==> config.mk <==
export PLATFORM = sky130hd
export DESIGN_NAME = uart_rx_fsm
export DESIGN_NICKNAME = d
export VERILOG_FILES = /design/src/rtl/uart_rx_pkg.sv /design/src/rtl/uart_rx_fsm.sv
export SDC_FILE = /design/constraint.sdc
export NUM_CORES = 1
export LEC_CHECK = 0
export BUFFER_PORTS_ARGS = -buffer_cell sky130_fd_sc_hd__buf_2
export CORE_MARGIN = 2
export CORE_UTILIZATION = 35
export DETAILED_ROUTE_END_ITERATION = 7
export SYNTH_ARGS = -nofsm -noshare
export SYNTH_HDL_FRONTEND = slang
export SYNTH_SLANG_ARGS = --single-unit
==> constraint.sdc <==
create_clock -name CLK -period 5.3 [get_ports CLK]
set_input_delay 1.325 -clock CLK [delete_from_list [all_inputs] [get_ports CLK]]
set_output_delay 1.325 -clock CLK [all_outputs]
set_load 0.005 [all_outputs]
==> src/rtl/uart_rx_pkg.sv <==
`default_nettype none
// ============================================================================
// Module      : uart_rx_pkg
// Description : Shared types and constants for the UART receive sequencer.
//               - rx_state_e : receive sequencer states
//               - PRESC_8/16/32 : the only oversampling ratios accepted
//               - STOP_IDX / PAR_IDX : bit_cnt index of the stop and parity
//                 bits for a given data width and parity setting
// Revision    : 1.0 - initial release
// ============================================================================
package uart_rx_pkg;

    typedef enum logic [2:0] {
        IDLE       = 3'd0,
        START      = 3'd1,
        DATA       = 3'd2,
        PARITY     = 3'd3,
        STOP       = 3'd4,
        BREAK_WAIT = 3'd5
    } rx_state_e;

    localparam int PRESC_8  = 8;
    localparam int PRESC_16 = 16;
    localparam int PRESC_32 = 32;

    // Bit index 0 is the start bit, 1..data_w are data, then optional parity,
    // then stop.
    function automatic int PAR_IDX(input int data_w);
        return data_w + 1;
    endfunction

    function automatic int STOP_IDX(input int data_w, input logic par_en);
        return data_w + 1 + (par_en ? 1 : 0);
    endfunction

endpackage
`default_nettype wire

==> src/rtl/uart_rx_fsm.sv <==
`default_nettype none
// ============================================================================
// Module      : uart_rx_fsm
// Description : Receive-path sequencer of the UART RX. Walks a frame through
//               START / DATA / PARITY / STOP using the sibling edge/bit
//               counter, strobes the sampler, deserializer and parity checker,
//               and reports a one-cycle frame result.
// Ports       :
//   CLK          in   RX oversampling clock
//   RST          in   asynchronous, active-low reset
//   RX_IN        in   synchronised serial line
//   PAR_EN       in   frame carries a parity bit
//   prescale     in   oversampling ratio (8/16/32 accepted)
//   edge_cnt     in   counter edge index, 0..prescale-1
//   bit_cnt      in   counter bit index, 0 = start bit
//   sampled_bit  in   majority-vote sample of the current bit
//   par_err_in   in   parity checker result, valid while par_chk_en=1
//   cnt_en       out  counter enable; low clears the counter
//   dat_samp_en  out  sampler enable
//   deser_en     out  deserializer shift strobe
//   par_chk_en   out  parity check strobe
//   data_valid   out  1-cycle pulse, good frame
//   par_err      out  1-cycle pulse, parity failure
//   stp_err      out  1-cycle pulse, framing failure
//   busy         out  high whenever the sequencer is not IDLE
// Revision    : 1.0 - initial release
// ============================================================================
module uart_rx_fsm
    import uart_rx_pkg::*;
#(
    parameter int DATA_W   = 8,
    parameter int PRESC_W  = 6,
    parameter int BITCNT_W = 4
) (
    input  logic                CLK,
    input  logic                RST,
    input  logic                RX_IN,
    input  logic                PAR_EN,
    input  logic [PRESC_W-1:0]  prescale,
    input  logic [PRESC_W-1:0]  edge_cnt,
    input  logic [BITCNT_W-1:0] bit_cnt,
    input  logic                sampled_bit,
    input  logic                par_err_in,
    output logic                cnt_en,
    output logic                dat_samp_en,
    output logic                deser_en,
    output logic                par_chk_en,
    output logic                data_valid,
    output logic                par_err,
    output logic                stp_err,
    output logic                busy
);

    localparam logic [BITCNT_W-1:0] c_LAST_DATA_IDX = BITCNT_W'(DATA_W);
    localparam logic [PRESC_W-1:0]  c_PRESC_8       = PRESC_W'(PRESC_8);
    localparam logic [PRESC_W-1:0]  c_PRESC_16      = PRESC_W'(PRESC_16);
    localparam logic [PRESC_W-1:0]  c_PRESC_32      = PRESC_W'(PRESC_32);
    localparam logic [PRESC_W-1:0]  c_ONE           = PRESC_W'(1);

    rx_state_e          r_state;
    rx_state_e          w_next;
    logic [PRESC_W-1:0] r_presc;
    logic               r_par;
    logic               r_perr;
    logic               r_data_valid;
    logic               r_par_err;
    logic               r_stp_err;

    logic               w_last_edge;
    logic               w_presc_legal;
    logic               w_abort;
    logic               w_start_hit;
    logic               w_in_frame;
    logic               w_stop_done;
    logic               w_dv_d;
    logic               w_pe_d;
    logic               w_se_d;

    // Phase boundaries use the ratio captured at frame start, so a live
    // prescale change cannot silently stretch or shrink the current bit.
    assign w_last_edge   = (edge_cnt == (r_presc - c_ONE));
    assign w_presc_legal = (prescale == c_PRESC_8) || (prescale == c_PRESC_16) ||
                           (prescale == c_PRESC_32);
    assign w_abort       = (r_state != IDLE) && (prescale != r_presc);
    assign w_start_hit   = (r_state == IDLE) && (w_next == START);

    // ------------------------------------------------------------------
    // State and frame-context registers
    // ------------------------------------------------------------------
    always_ff @(posedge CLK or negedge RST) begin
        if (!RST) begin
            r_state      <= IDLE;
            r_presc      <= '0;
            r_par        <= 1'b0;
            r_perr       <= 1'b0;
            r_data_valid <= 1'b0;
            r_par_err    <= 1'b0;
            r_stp_err    <= 1'b0;
        end else begin
            r_state      <= w_next;
            r_data_valid <= w_dv_d;
            r_par_err    <= w_pe_d;
            r_stp_err    <= w_se_d;

            if (w_start_hit) begin
                r_presc <= prescale;
                r_par   <= PAR_EN;
            end

            if (w_start_hit || w_abort) begin
                r_perr <= 1'b0;
            end else if ((r_state == PARITY) && w_last_edge) begin
                r_perr <= par_err_in;
            end
        end
    end

    // ------------------------------------------------------------------
    // Next-state logic
    // ------------------------------------------------------------------
    always_comb begin
        w_next = r_state;
        if (w_abort) begin
            w_next = IDLE;
        end else begin
            case (r_state)
                IDLE: begin
                    if (!RX_IN && w_presc_legal) begin
                        w_next = START;
                    end
                end
                START: begin
                    // A high sample in the middle of the start bit means the
                    // falling edge was noise.
                    if (w_last_edge) begin
                        w_next = sampled_bit ? IDLE : DATA;
                    end
                end
                DATA: begin
                    if (w_last_edge && (bit_cnt == c_LAST_DATA_IDX)) begin
                        w_next = r_par ? PARITY : STOP;
                    end
                end
                PARITY: begin
                    if (w_last_edge) begin
                        w_next = STOP;
                    end
                end
                STOP: begin
                    // A low stop bit may be a break; wait for the line to
                    // idle before accepting another start.
                    if (w_last_edge) begin
                        w_next = sampled_bit ? IDLE : BREAK_WAIT;
                    end
                end
                BREAK_WAIT: begin
                    if (RX_IN) begin
                        w_next = IDLE;
                    end
                end
                default: begin
                    w_next = IDLE;
                end
            endcase
        end
    end

    // ------------------------------------------------------------------
    // Output logic
    // ------------------------------------------------------------------
    always_comb begin
        w_in_frame  = 1'b0;
        cnt_en      = 1'b0;
        dat_samp_en = 1'b0;
        deser_en    = 1'b0;
        par_chk_en  = 1'b0;
        busy        = 1'b0;
        w_stop_done = 1'b0;
        w_dv_d      = 1'b0;
        w_pe_d      = 1'b0;
        w_se_d      = 1'b0;

        w_in_frame  = (r_state == START) || (r_state == DATA) ||
                      (r_state == PARITY) || (r_state == STOP);
        cnt_en      = w_in_frame;
        dat_samp_en = w_in_frame;
        deser_en    = (r_state == DATA) && w_last_edge;
        par_chk_en  = (r_state == PARITY) && w_last_edge;
        busy        = (r_state != IDLE);

        // Framing failure outranks a parity failure on the same frame.
        w_stop_done = (r_state == STOP) && w_last_edge && !w_abort;
        w_se_d      = w_stop_done && !sampled_bit;
        w_pe_d      = w_stop_done && sampled_bit && r_perr;
        w_dv_d      = w_stop_done && sampled_bit && !r_perr;
    end

    assign data_valid = r_data_valid;
    assign par_err    = r_par_err;
    assign stp_err    = r_stp_err;

endmodule
`default_nettype wire

# After elaboration in Yosys (flattened, before gate mapping)
# Cells that the tools add are included.
[word_totals]
reg_bits = 14
input_bits = 22
output_inout_bits = 8
elab_cells = 58
[op_classes]
addsub = 1
n_eq_ne = 12
n_mux = 13
reduce_logical = 25
[ops]
columns = ["op", "count"]
rows = [
  ["$mux 3", 9],
  ["$pmux 3 s6", 1],
  ["$logic_and 1x1->1", 12],
  ["$eq 3x1->1 const B", 2],
  ["$eq 3x2->1 const B", 2],
  ["$eq 3x3->1 const B", 2],
  ["$eq 6x4->1 const B", 1],
  ["$eq 6x5->1 const B", 1],
  ["$eq 6x6->1", 1],
  ["$eq 6x6->1 const B", 1],
  ["$logic_or 1x1->1", 6],
  ["$ne 6x6->1", 1],
  ["$sub 6x1->6 const B", 1],
  ["$eq 4x4->1 const B", 1],
  ["$logic_not 1->1", 4],
  ["$logic_not 3->1", 1],
  ["$reduce_bool 3->1", 1],
  ["$mux 1", 2],
  ["$mux 2", 1],
  ["$reduce_bool 2->1", 1],
]

# Logic depth before layout (Yosys ltp)
# Gate-level depths: netlist (run 1).
[logic_depth]
depth_word = 11
ltp_mapped = 6
mapped_depth_nobuf = 6

# Worst setup path before layout (run 1)
# Ideal clock, no wire load.
[synth_path]
path_kind = "input to output"
from = "input edge_cnt[2]"
to = "output deser_en"
arrival_time_ns = 2.536
t_required_ns = 3.975
slack_ns = 1.439
path_stages = 5
n_path_buf = 0
path_cell_list = "nor2b_1 -> or3_1 -> a31o_2 -> or2_0 -> nor3_1"
[synth_between]
elab_chain_len = 2
[synth_lines]
columns = ["item", "line", "text"]
rows = [
  ["start, declared", "uart_rx_fsm.sv:40", "input logic [PRESC_W-1:0] edge_cnt,"],
  ["$eq 6x6->1", "uart_rx_fsm.sv:81", "assign w_last_edge = (edge_cnt == (r_presc - c_ONE));"],
  ["$logic_and 1x1->1", "uart_rx_fsm.sv:187", "deser_en = (r_state == DATA) && w_last_edge;"],
  ["end, declared", "uart_rx_fsm.sv:46", "output logic deser_en,"],
]
# No other way between the ends.

# Final worst setup path (run 1)
# Same ends and word-level chain as after synthesis.

==> qor.yml, run 1 <==
drtIter0Drc: 19
drive_gt1_frac: 0.3139
die_w_um: 57.01
crit_fanout: 7
clock_sinks: 14
min_period_ps: 4198
layout_commonest_cell: "buf_2"
diodes: 0
grt_use_total: 0.1431
io_buffers: 29
path_cells: "buf_2 -> nor2b_1 -> or3_1 -> a31o_2 -> or2_0 -> nor3_1 -> buf_2"
grt_pass1_wl_um: 3560
critical_path_class: "input pin to output port"
syn_inst: 107
finalSetupViolations: 0
die_y_um: 57.01
grt_pass1_vias: 787
layout_common_cells: "buf_2 (29), dfrtp_1 (14), xnor2_1 (10)"
synth-edff-count: 0
grt_max_degree: 15
cts_made_buffers: 3
route.vias.total: 905
critPathMostFrequentCell: "buf_2"
cts_root_buf: "clkbuf_4"
dp_cells: 164
yosys_warnings: 0
cts_tree: "yes"
final-max-slew-violation-count: 0
firstDrtPassIters: 4
drv_cap: 0
hold_buffers: 0
worst-r2r-cell-count: 6
clk_path_buf_depth: 2
clkTransAtPathRegs_ps: 90
fmax_mhz: 238.2
post-cts-setup-buffer-count: 0
start_util: 0.3629
io_pins: 30
cp_slowest_cell: "or3_1"
ys_types: 37
p_leak_nw: 0.5204
status: "finished clean"
hold_depth: 1
dieArea_um2: 3250
ys_seq_area_frac: 0.3562
synth_ff_type: "dfrtp_1"
fill_cells: 280
hold_path_class: "register to register"
skew_ps: 6.222
area_delta_synth_final_pct: 18.83
wl_per_cell_um: 13.18
start_kind: "input pin"
grt_remaining_overflow: 0
drcViolationCount: 0
tightest_slew_ps: 902.6
async_reset_ff_frac: 1.000
critPathMaxStageDelay_ps: 340
place_area_um2: 1132
avgViaCountPerCell: 5.387
drt_wl_total_um: 2214
worstPathRequired_ps: 3970
final_area_um2: 1169
synthesis.area_um2: 983.4
slew_headroom: 0.3977
critPathCaptureType: "output port"
place_congestion: 0.7897
syn_area_per_cell_um2: 9.191
postRouteAntennaNets: 0
antenna_found_initial: 0
powerDensity_nw_per_um2: 320.6
ctsResizeCount: 0
critical_path_arrival_ps: 2870
syn_nets: 130
finalNonFillerCells: 168
vdd_drop_max_mv: 0.2317
hold_viol: 0
clk_latency_ps: 290
cts-htree-levels: 1
tns_ps: 0
post-route-period-util: 0.7922
num_rows: 19
rsz0062_at_grt: "no"
fin_nets: 161
synth_seq_cells: 14
place_hpwl_um: 1773
p_total_mw: 0.3747
core_um2: 2710
-- cell usage after synthesis, types with 4 or more instances --
library cell | count | area [um^2]
a21oi_1 | 5 | 25.02
nand3_1 | 4 | 20.02
inv_1 | 7 | 26.28
o21ai_0 | 4 | 20.02
nor2_1 | 6 | 22.52
nor4_1 | 4 | 25.02
dfrtp_1 | 14 | 350.3
mux2_2 | 4 | 45.04
nand2_1 | 7 | 26.28
xnor2_1 | 10 | 87.58
xor2_1 | 4 | 35.03
nor3_1 | 6 | 30.03
-- routing by layer --
layer	vias to the layer above	track usage	wire [um]
li1	445	-	-
met1	414	0.1804	946
met2	42	0.2299	1056
met3	4	0.05442	182
met4	0	0.03987	28
met5	-	0	0
-- cells by family (layout without fill, tap and decap cells) --
logic type      count (synthesis)  in the layout  share of synthesized area
flops                          14             14                     0.3562
buf+inv                        10             40                    0.06235
xor+xnor                       14             14                     0.1247
simple gates                   44             44                     0.2583
compound gates                 19             19                     0.1298
fa+ha+maj                       1              1                    0.01272
mux                             5              5                    0.05598
-- cell type report --
class	count	area, um^2	area share
timing repair buffer	29	145.1	0.1242
tap	31	38.79	0.03319
multi-input combinational	83	571.8	0.4893
sequential	14	350.3	0.2998
inverter	7	26.28	0.02248
clock buffer	4	36.28	0.03105
-- sequential cells by signal, indices dropped and copies added, names as in the netlist --
register / cells
stp_err: 1
r_presc: 6
data_valid: 1
r_perr: 1
r_state: 3
par_err: 1
r_par: 1
-- final timing paths --
check	slack, ps	from	endpoint
worst max-delay path	1100	edge_cnt[2]	deser_en
worst min-delay path	500	r_perr$_DFFE_PN0P_	data_valid$_DFF_PN0_
worst max register to register	3160	r_presc[0]$_DFFE_PN0P_	r_state[2]$_DFF_PN0_
worst min register to register	500	r_perr$_DFFE_PN0P_	data_valid$_DFF_PN0_
max in group asynchronous	4140	RST	r_presc[0]$_DFFE_PN0P_
min in group asynchronous	910	RST	r_state[0]$_DFF_PN0_
-- worst max-delay path, delay by kind of cell --
kind	cells	cell delay (ps)
AND/OR/NAND/NOR	4	1000
AO/OA/AOI/OAI	1	280
buffers and inverters	2	260
-- per-stage QoR --
stage                 util  worst slack (ps)  hold slack [ps]
finish              0.4312              1102            502.6
global route        0.4312             956.4            520.1
CTS                 0.4312              1092            501.3
detailed placement  0.4178              1092            486.5
global placement    0.4178              1157            476.2
floorplan                -              1439            432.2
-- power breakdown --
| part | leakage (nW) | internal (mW) | switching [mW] |
|---|---|---|---|
| Combinational | 0.311 | 0.0719 | 0.0692 |
| Clock | 0.0210 | 0.0418 | 0.0381 |
| Sequential | 0.189 | 0.123 | 0.0307 |
(Power assumes the default switching activity.)
==> inputs of run 2 (changes only) <==
==> constraint.sdc (replaced) <==
create_clock -name CLK -period 3.37 [get_ports CLK]
set_input_delay 0.8425 -clock CLK [delete_from_list [all_inputs] [get_ports CLK]]
set_output_delay 0.8425 -clock CLK [all_outputs]
set_load 0.005 [all_outputs]
==> qor.yml, run 2 (synthesis results as in run 1) <==
status: "finished clean"
sequentialPowerShare: 0.407  # -0.003
cts_made_buffers: 3  # unchanged
core_um2: 2710  # unchanged
crit_fanout: 7  # unchanged
skew_ps: 0.5931  # -5.629 ps
tightest_slew_ps: 904.6  # +2.004 ps
drt_wl_total_um: 2146  # -3.1%
drive_gt1_frac: 0.3188  # +0.004972
ctsResizeCount: 0  # unchanged
p_leak_nw: 0.5246  # +0.80%
diodes: 0  # unchanged
die_y_um: 57.01  # unchanged
area_delta_synth_final_pct: 19.59
hold_buffers: 0  # unchanged
hold_path_class: "input pin to async pin"
layout_common_cells: "buf_2 (29), dfrtp_1 (14), xnor2_1 (10)"
top_regs: "r_presc (6), r_state (3)"
critPathCaptureType: "output port"
switchingPower_mw: 0.2175  # +58%
io_buffers: 29  # unchanged
clkTransAtPathRegs_ps: 90  # about the same
post-cts-setup-buffer-count: 0  # unchanged
min_period_ps: 3105
dp_cells: 165  # +0.61%
finalSetupViolations: 0  # unchanged
die_w_um: 57.01  # unchanged
clockPowerShare: 0.213  # about the same
largest_register_ffs: 6  # unchanged
place_hpwl_um: 1705  # -3.8%
critical_path_class: "input pin to output port"
io_pins: 30  # unchanged
rsz0062_at_grt: "no"
comb_power_share: 0.380  # +0.003
postRouteAntennaNets: 0  # unchanged
wl_per_cell_um: 12.70  # -3.6%
drtIter0Drc: 18  # -1
final_area_um2: 1176  # +0.64%
cts_root_buf: "clkbuf_4"
r2r_slack_ps: 1210  # -1950 ps
firstDrtPassIters: 4  # unchanged
finalNonFillerCells: 169  # +0.60%
tns_ps: 0  # unchanged
critical_path_arrival_ps: 2260  # -610 ps
antenna_found_initial: 0  # unchanged
clock_sinks: 14  # unchanged
layout_commonest_cell: "buf_2"
place_area_um2: 1140  # +0.66%
start_kind: "input pin"
p_total_mw: 0.5911  # +58%
route.vias.total: 881  # -2.7%
p_int_mw: 0.3736  # +58%
largest-register: "r_presc"
worst_hold_slack_ps: 432.1  # -70.46 ps
start_util: 0.3629  # unchanged
grt_remaining_overflow: 0  # unchanged
drv_cap: 0  # unchanged
clk_path_buf_depth: 2  # unchanged
cts-htree-levels: 1  # unchanged
drcViolationCount: 0  # unchanged
cts_tree: "yes"
clk_latency_ps: 290  # about the same
slew_headroom: 0.3963  # -0.001338
swShare: 0.3680  # about the same
r2r-start: "r_presc[0]$_DFFE_PN0P_"
grt_use_total: 0.1384  # -0.004656
avgViaCountPerCell: 5.213  # -3.2%
num_rows: 19  # unchanged
reg2reg_to: "r_state[1]$_DFF_PN0_"
grt_pass1_vias: 756  # -3.9%
hold_viol: 0  # unchanged
grt_max_degree: 15  # unchanged
fmax_mhz: 322.0
place_congestion: 0.8149  # +3.2%
grt_pass1_wl_um: 3491  # -1.9%
vdd_drop_max_mv: 0.3079  # +33%
powerDensity_nw_per_um2: 502.6  # +57%
worst-r2r-cell-count: 6  # unchanged
dieArea_um2: 3250  # unchanged
final-max-slew-violation-count: 0  # unchanged
post-route-period-util: 0.9214
fin_nets: 162  # +0.62%
worstPathRequired_ps: 2530  # -1440 ps
[run 2: cell count changes in the layout (fill, tap and decap cells not counted), sizes merged]
cell  previous run  this run
buf             29        30
[run 2: layout make-up]
class,count,area (um^2)
clock buffer,4,36.28
fill,282,1534
inverter,7,26.28
multi-input combinational,83,571.8
sequential,14,350.3
tap,31,38.79
timing repair buffer,30,152.6
[run 2: worst max-delay path by stage]
stage | slack [ps] | endpoint | from | depth (start not counted)
detailed placement | 240 | deser_en | edge_cnt[2] | 7
floorplan | 470 | deser_en | edge_cnt[2] | 5
global route | 100 | deser_en | r_presc[0]$_DFFE_PN0P_ | 7
finish | 260 | deser_en | edge_cnt[2] | 7
CTS | 240 | deser_en | edge_cnt[2] | 7
global placement | 270 | deser_en | edge_cnt[2] | 7
[run 2: power groups by stage]
stage / registers (mW) / logic [mW] / clock network [mW]
detailed placement: 0.244 / 0.225 / 0
CTS: 0.240 / 0.226 / 0.130
floorplan: 0.223 / 0.195 / 0
global route: 0.248 / 0.250 / 0.138
global placement: 0.243 / 0.223 / 0
finish: 0.241 / 0.225 / 0.126
[run 2: critical path, stage by stage]
cell and delay [ps]:
buf_2 110, nor2b_1 120, or3_1 340, a31o_2 290, or2_0 240, nor3_1 170, buf_2 140
[run 2: metrics by stage]
step / worst slack (ps) / util
after global routing: 99.87 / 0.4340
after detailed placement: 239.9 / 0.4206
after global placement: 271.2 / 0.4206
final: 264.8 / 0.4340
after CTS: 237.4 / 0.4340
after floorplan: 474.0 / -
[run 2: metal layers]
layer  wire length (um)  vias to the layer above  track usage
met1                975                      397       0.1906
met2                995                       33       0.2135
met3                166                        2      0.04535
met4                  8                        0      0.02990
met5                  0                        -            0
li1                   -                      449            -
==> inputs of run 3 (changes only) <==
--- a/config.mk
+++ b/config.mk
@@ -8,6 +8,7 @@
 export BUFFER_PORTS_ARGS = -buffer_cell sky130_fd_sc_hd__buf_2
 export CORE_MARGIN = 2
 export CORE_UTILIZATION = 35
+export CTS_BUF_LIST = sky130_fd_sc_hd__clkbuf_8
 export DETAILED_ROUTE_END_ITERATION = 7
 export SYNTH_ARGS = -nofsm -noshare
 export SYNTH_HDL_FRONTEND = slang
==> qor.yml, run 3 (synthesis results as in run 1) <==
status: "finished clean"
final_core_util: 0.4409  # +0.006925
drv_cap: 0  # unchanged
final-max-slew-violation-count: 0  # unchanged
clock_sinks: 14  # unchanged
firstDrtPassIters: 4  # unchanged
route.vias.total: 894  # +1.5%
cts_made_buffers: 3  # unchanged
io_buffers: 29  # unchanged
powerDensity_nw_per_um2: 529.0  # +5.3%
antenna_found_initial: 0  # unchanged
post-cts-setup-buffer-count: 0  # unchanged
start_util: 0.3629  # unchanged
swShare: 0.3487  # -0.01929
layout_commonest_cell: "buf_2"
core_um2: 2710  # unchanged
wl_met3_um: 175  # +5.4%
crit_fanout: 7  # unchanged
worstPathRequired_ps: 2530  # about the same
largest-register: "r_presc"
critical_path_arrival_ps: 2260  # about the same
wl_met1_um: 981  # +0.62%
grt_remaining_overflow: 0  # unchanged
cts-htree-levels: 1  # unchanged
finalSetupViolations: 0  # unchanged
drcViolationCount: 0  # unchanged
fmax_mhz: 322.3  # about the same
num_rows: 19  # unchanged
tns_ps: 0  # unchanged
layout_common_cells: "buf_2 (29), dfrtp_1 (14), xnor2_1 (10)"
fill_cells: 279  # -1.1%
hold_viol: 0  # unchanged
multi_input_area_um2: 571.8  # unchanged
grt_max_degree: 15  # unchanged
die_y_um: 57.01  # unchanged
drive_gt1_frac: 0.3188  # unchanged
p_int_mw: 0.4117  # +10%
drt_wl_total_um: 2174  # +1.3%
cts_tree: "yes"
regArea_um2: 350.3  # unchanged
grt_pass1_vias: 770  # +1.9%
vdd_drop_max_mv: 0.3120  # +1.3%
sequentialPowerShare: 0.382  # -0.025
io_pins: 30  # unchanged
hold_path_class: "register to register"
clk_latency_ps: 250  # -40 ps
grt_pass1_wl_um: 3532  # +1.2%
switchingPower_mw: 0.2204  # +1.3%
ctsResizeCount: 0  # unchanged
hold_buffers: 0  # unchanged
p_leak_nw: 0.5324  # +1.5%
drtIter0Drc: 10  # -8
clockPowerShare: 0.264  # +0.051
finalNonFillerCells: 169  # unchanged
min_period_ps: 3103  # -2.078 ps
topRoutingLayerUsed: "met3"
avgViaCountPerCell: 5.290  # +1.5%
post-route-period-util: 0.9208  # about the same
dieArea_um2: 3250  # unchanged
diodes: 0  # unchanged
critical_path_class: "input pin to output port"
start_kind: "input pin"
critPathCaptureType: "output port"
wl_per_cell_um: 12.86  # +1.3%
worst-r2r-cell-count: 7  # +1
top_regs: "r_presc (6), r_state (3)"
comb_power_share: 0.355  # -0.025
skew_ps: 2.641  # +2.048 ps
rsz0062_at_grt: "no"
tightest_slew_ps: 909.1  # +4.549 ps
postRouteAntennaNets: 0  # unchanged
clk_path_buf_depth: 2  # unchanged
clkTransAtPathRegs_ps: 60  # -30 ps
die_w_um: 57.01  # unchanged
area_delta_synth_final_pct: 21.50
largest_register_ffs: 6  # unchanged
wl_met2_um: 1017  # +2.2%
slew_headroom: 0.3933  # -0.003035
fin_nets: 162  # unchanged
hold_depth: 1
cts_root_buf: "clkbuf_8"
grt_use_total: 0.1379  # -0.0004724
dp_cells: 165  # unchanged
place_congestion: 0.8149  # unchanged
place_hpwl_um: 1705  # unchanged
-- run 3: worst paths after layout --
path,start,to,slack [ps]
setup / recovery,edge_cnt[2],deser_en,270
max in group asynchronous,RST,r_presc[4]$_DFFE_PN0P_,2640
setup reg to reg,r_presc[0]$_DFFE_PN0P_,data_valid$_DFF_PN0_,1220
hold / removal,r_perr$_DFFE_PN0P_,data_valid$_DFF_PN0_,470
min in group asynchronous,RST,stp_err$_DFF_PN0_,480
hold reg to reg,r_perr$_DFFE_PN0P_,data_valid$_DFF_PN0_,470
-- run 3: power groups by stage --
stage               clock (mW)  sequential (mW)  combinational (mW)
CTS                      0.170            0.241               0.227
detailed placement           0            0.244               0.225
global route             0.178            0.248               0.251
floorplan                    0            0.223               0.195
global placement             0            0.243               0.223
finish                   0.167            0.241               0.224
-- run 3: cell type report --
class                           instances  share of cell area
Sequential cell                        14              0.2932
Inverter                                7             0.02199
Tap cell                               31             0.03246
Clock buffer                            4             0.04607
Multi-Input combinational cell         83              0.4785
Timing Repair Buffer                   30              0.1277
-- run 3: through the flow --
step                      hold slack (ps)  setup WS, ps  cell area (um^2)  power, mW
after floorplan                     432.2         474.0             983.4     0.4175
after global placement              445.6         271.2              1140     0.4663
after detailed placement            464.9         239.9              1140     0.4688
after CTS                           472.3         237.4              1195     0.6376
after global routing                504.1         119.7              1195     0.6772
final                               470.7         266.9              1195     0.6322
-- run 3: metal layers --
metal / track usage / up-vias
li1: - / 448
met1: 0.1863 / 408
met2: 0.2167 / 38
met3: 0.04762 / 0
met4: 0.02658 / 0
met5: 0 / -
-- run 3: worst max-delay path, stage by stage --
cell and delay (ps):
buf_2 110, nor2b_1 120, or3_1 340, a31o_2 290
or2_0 240, nor3_1 170, buf_2 140
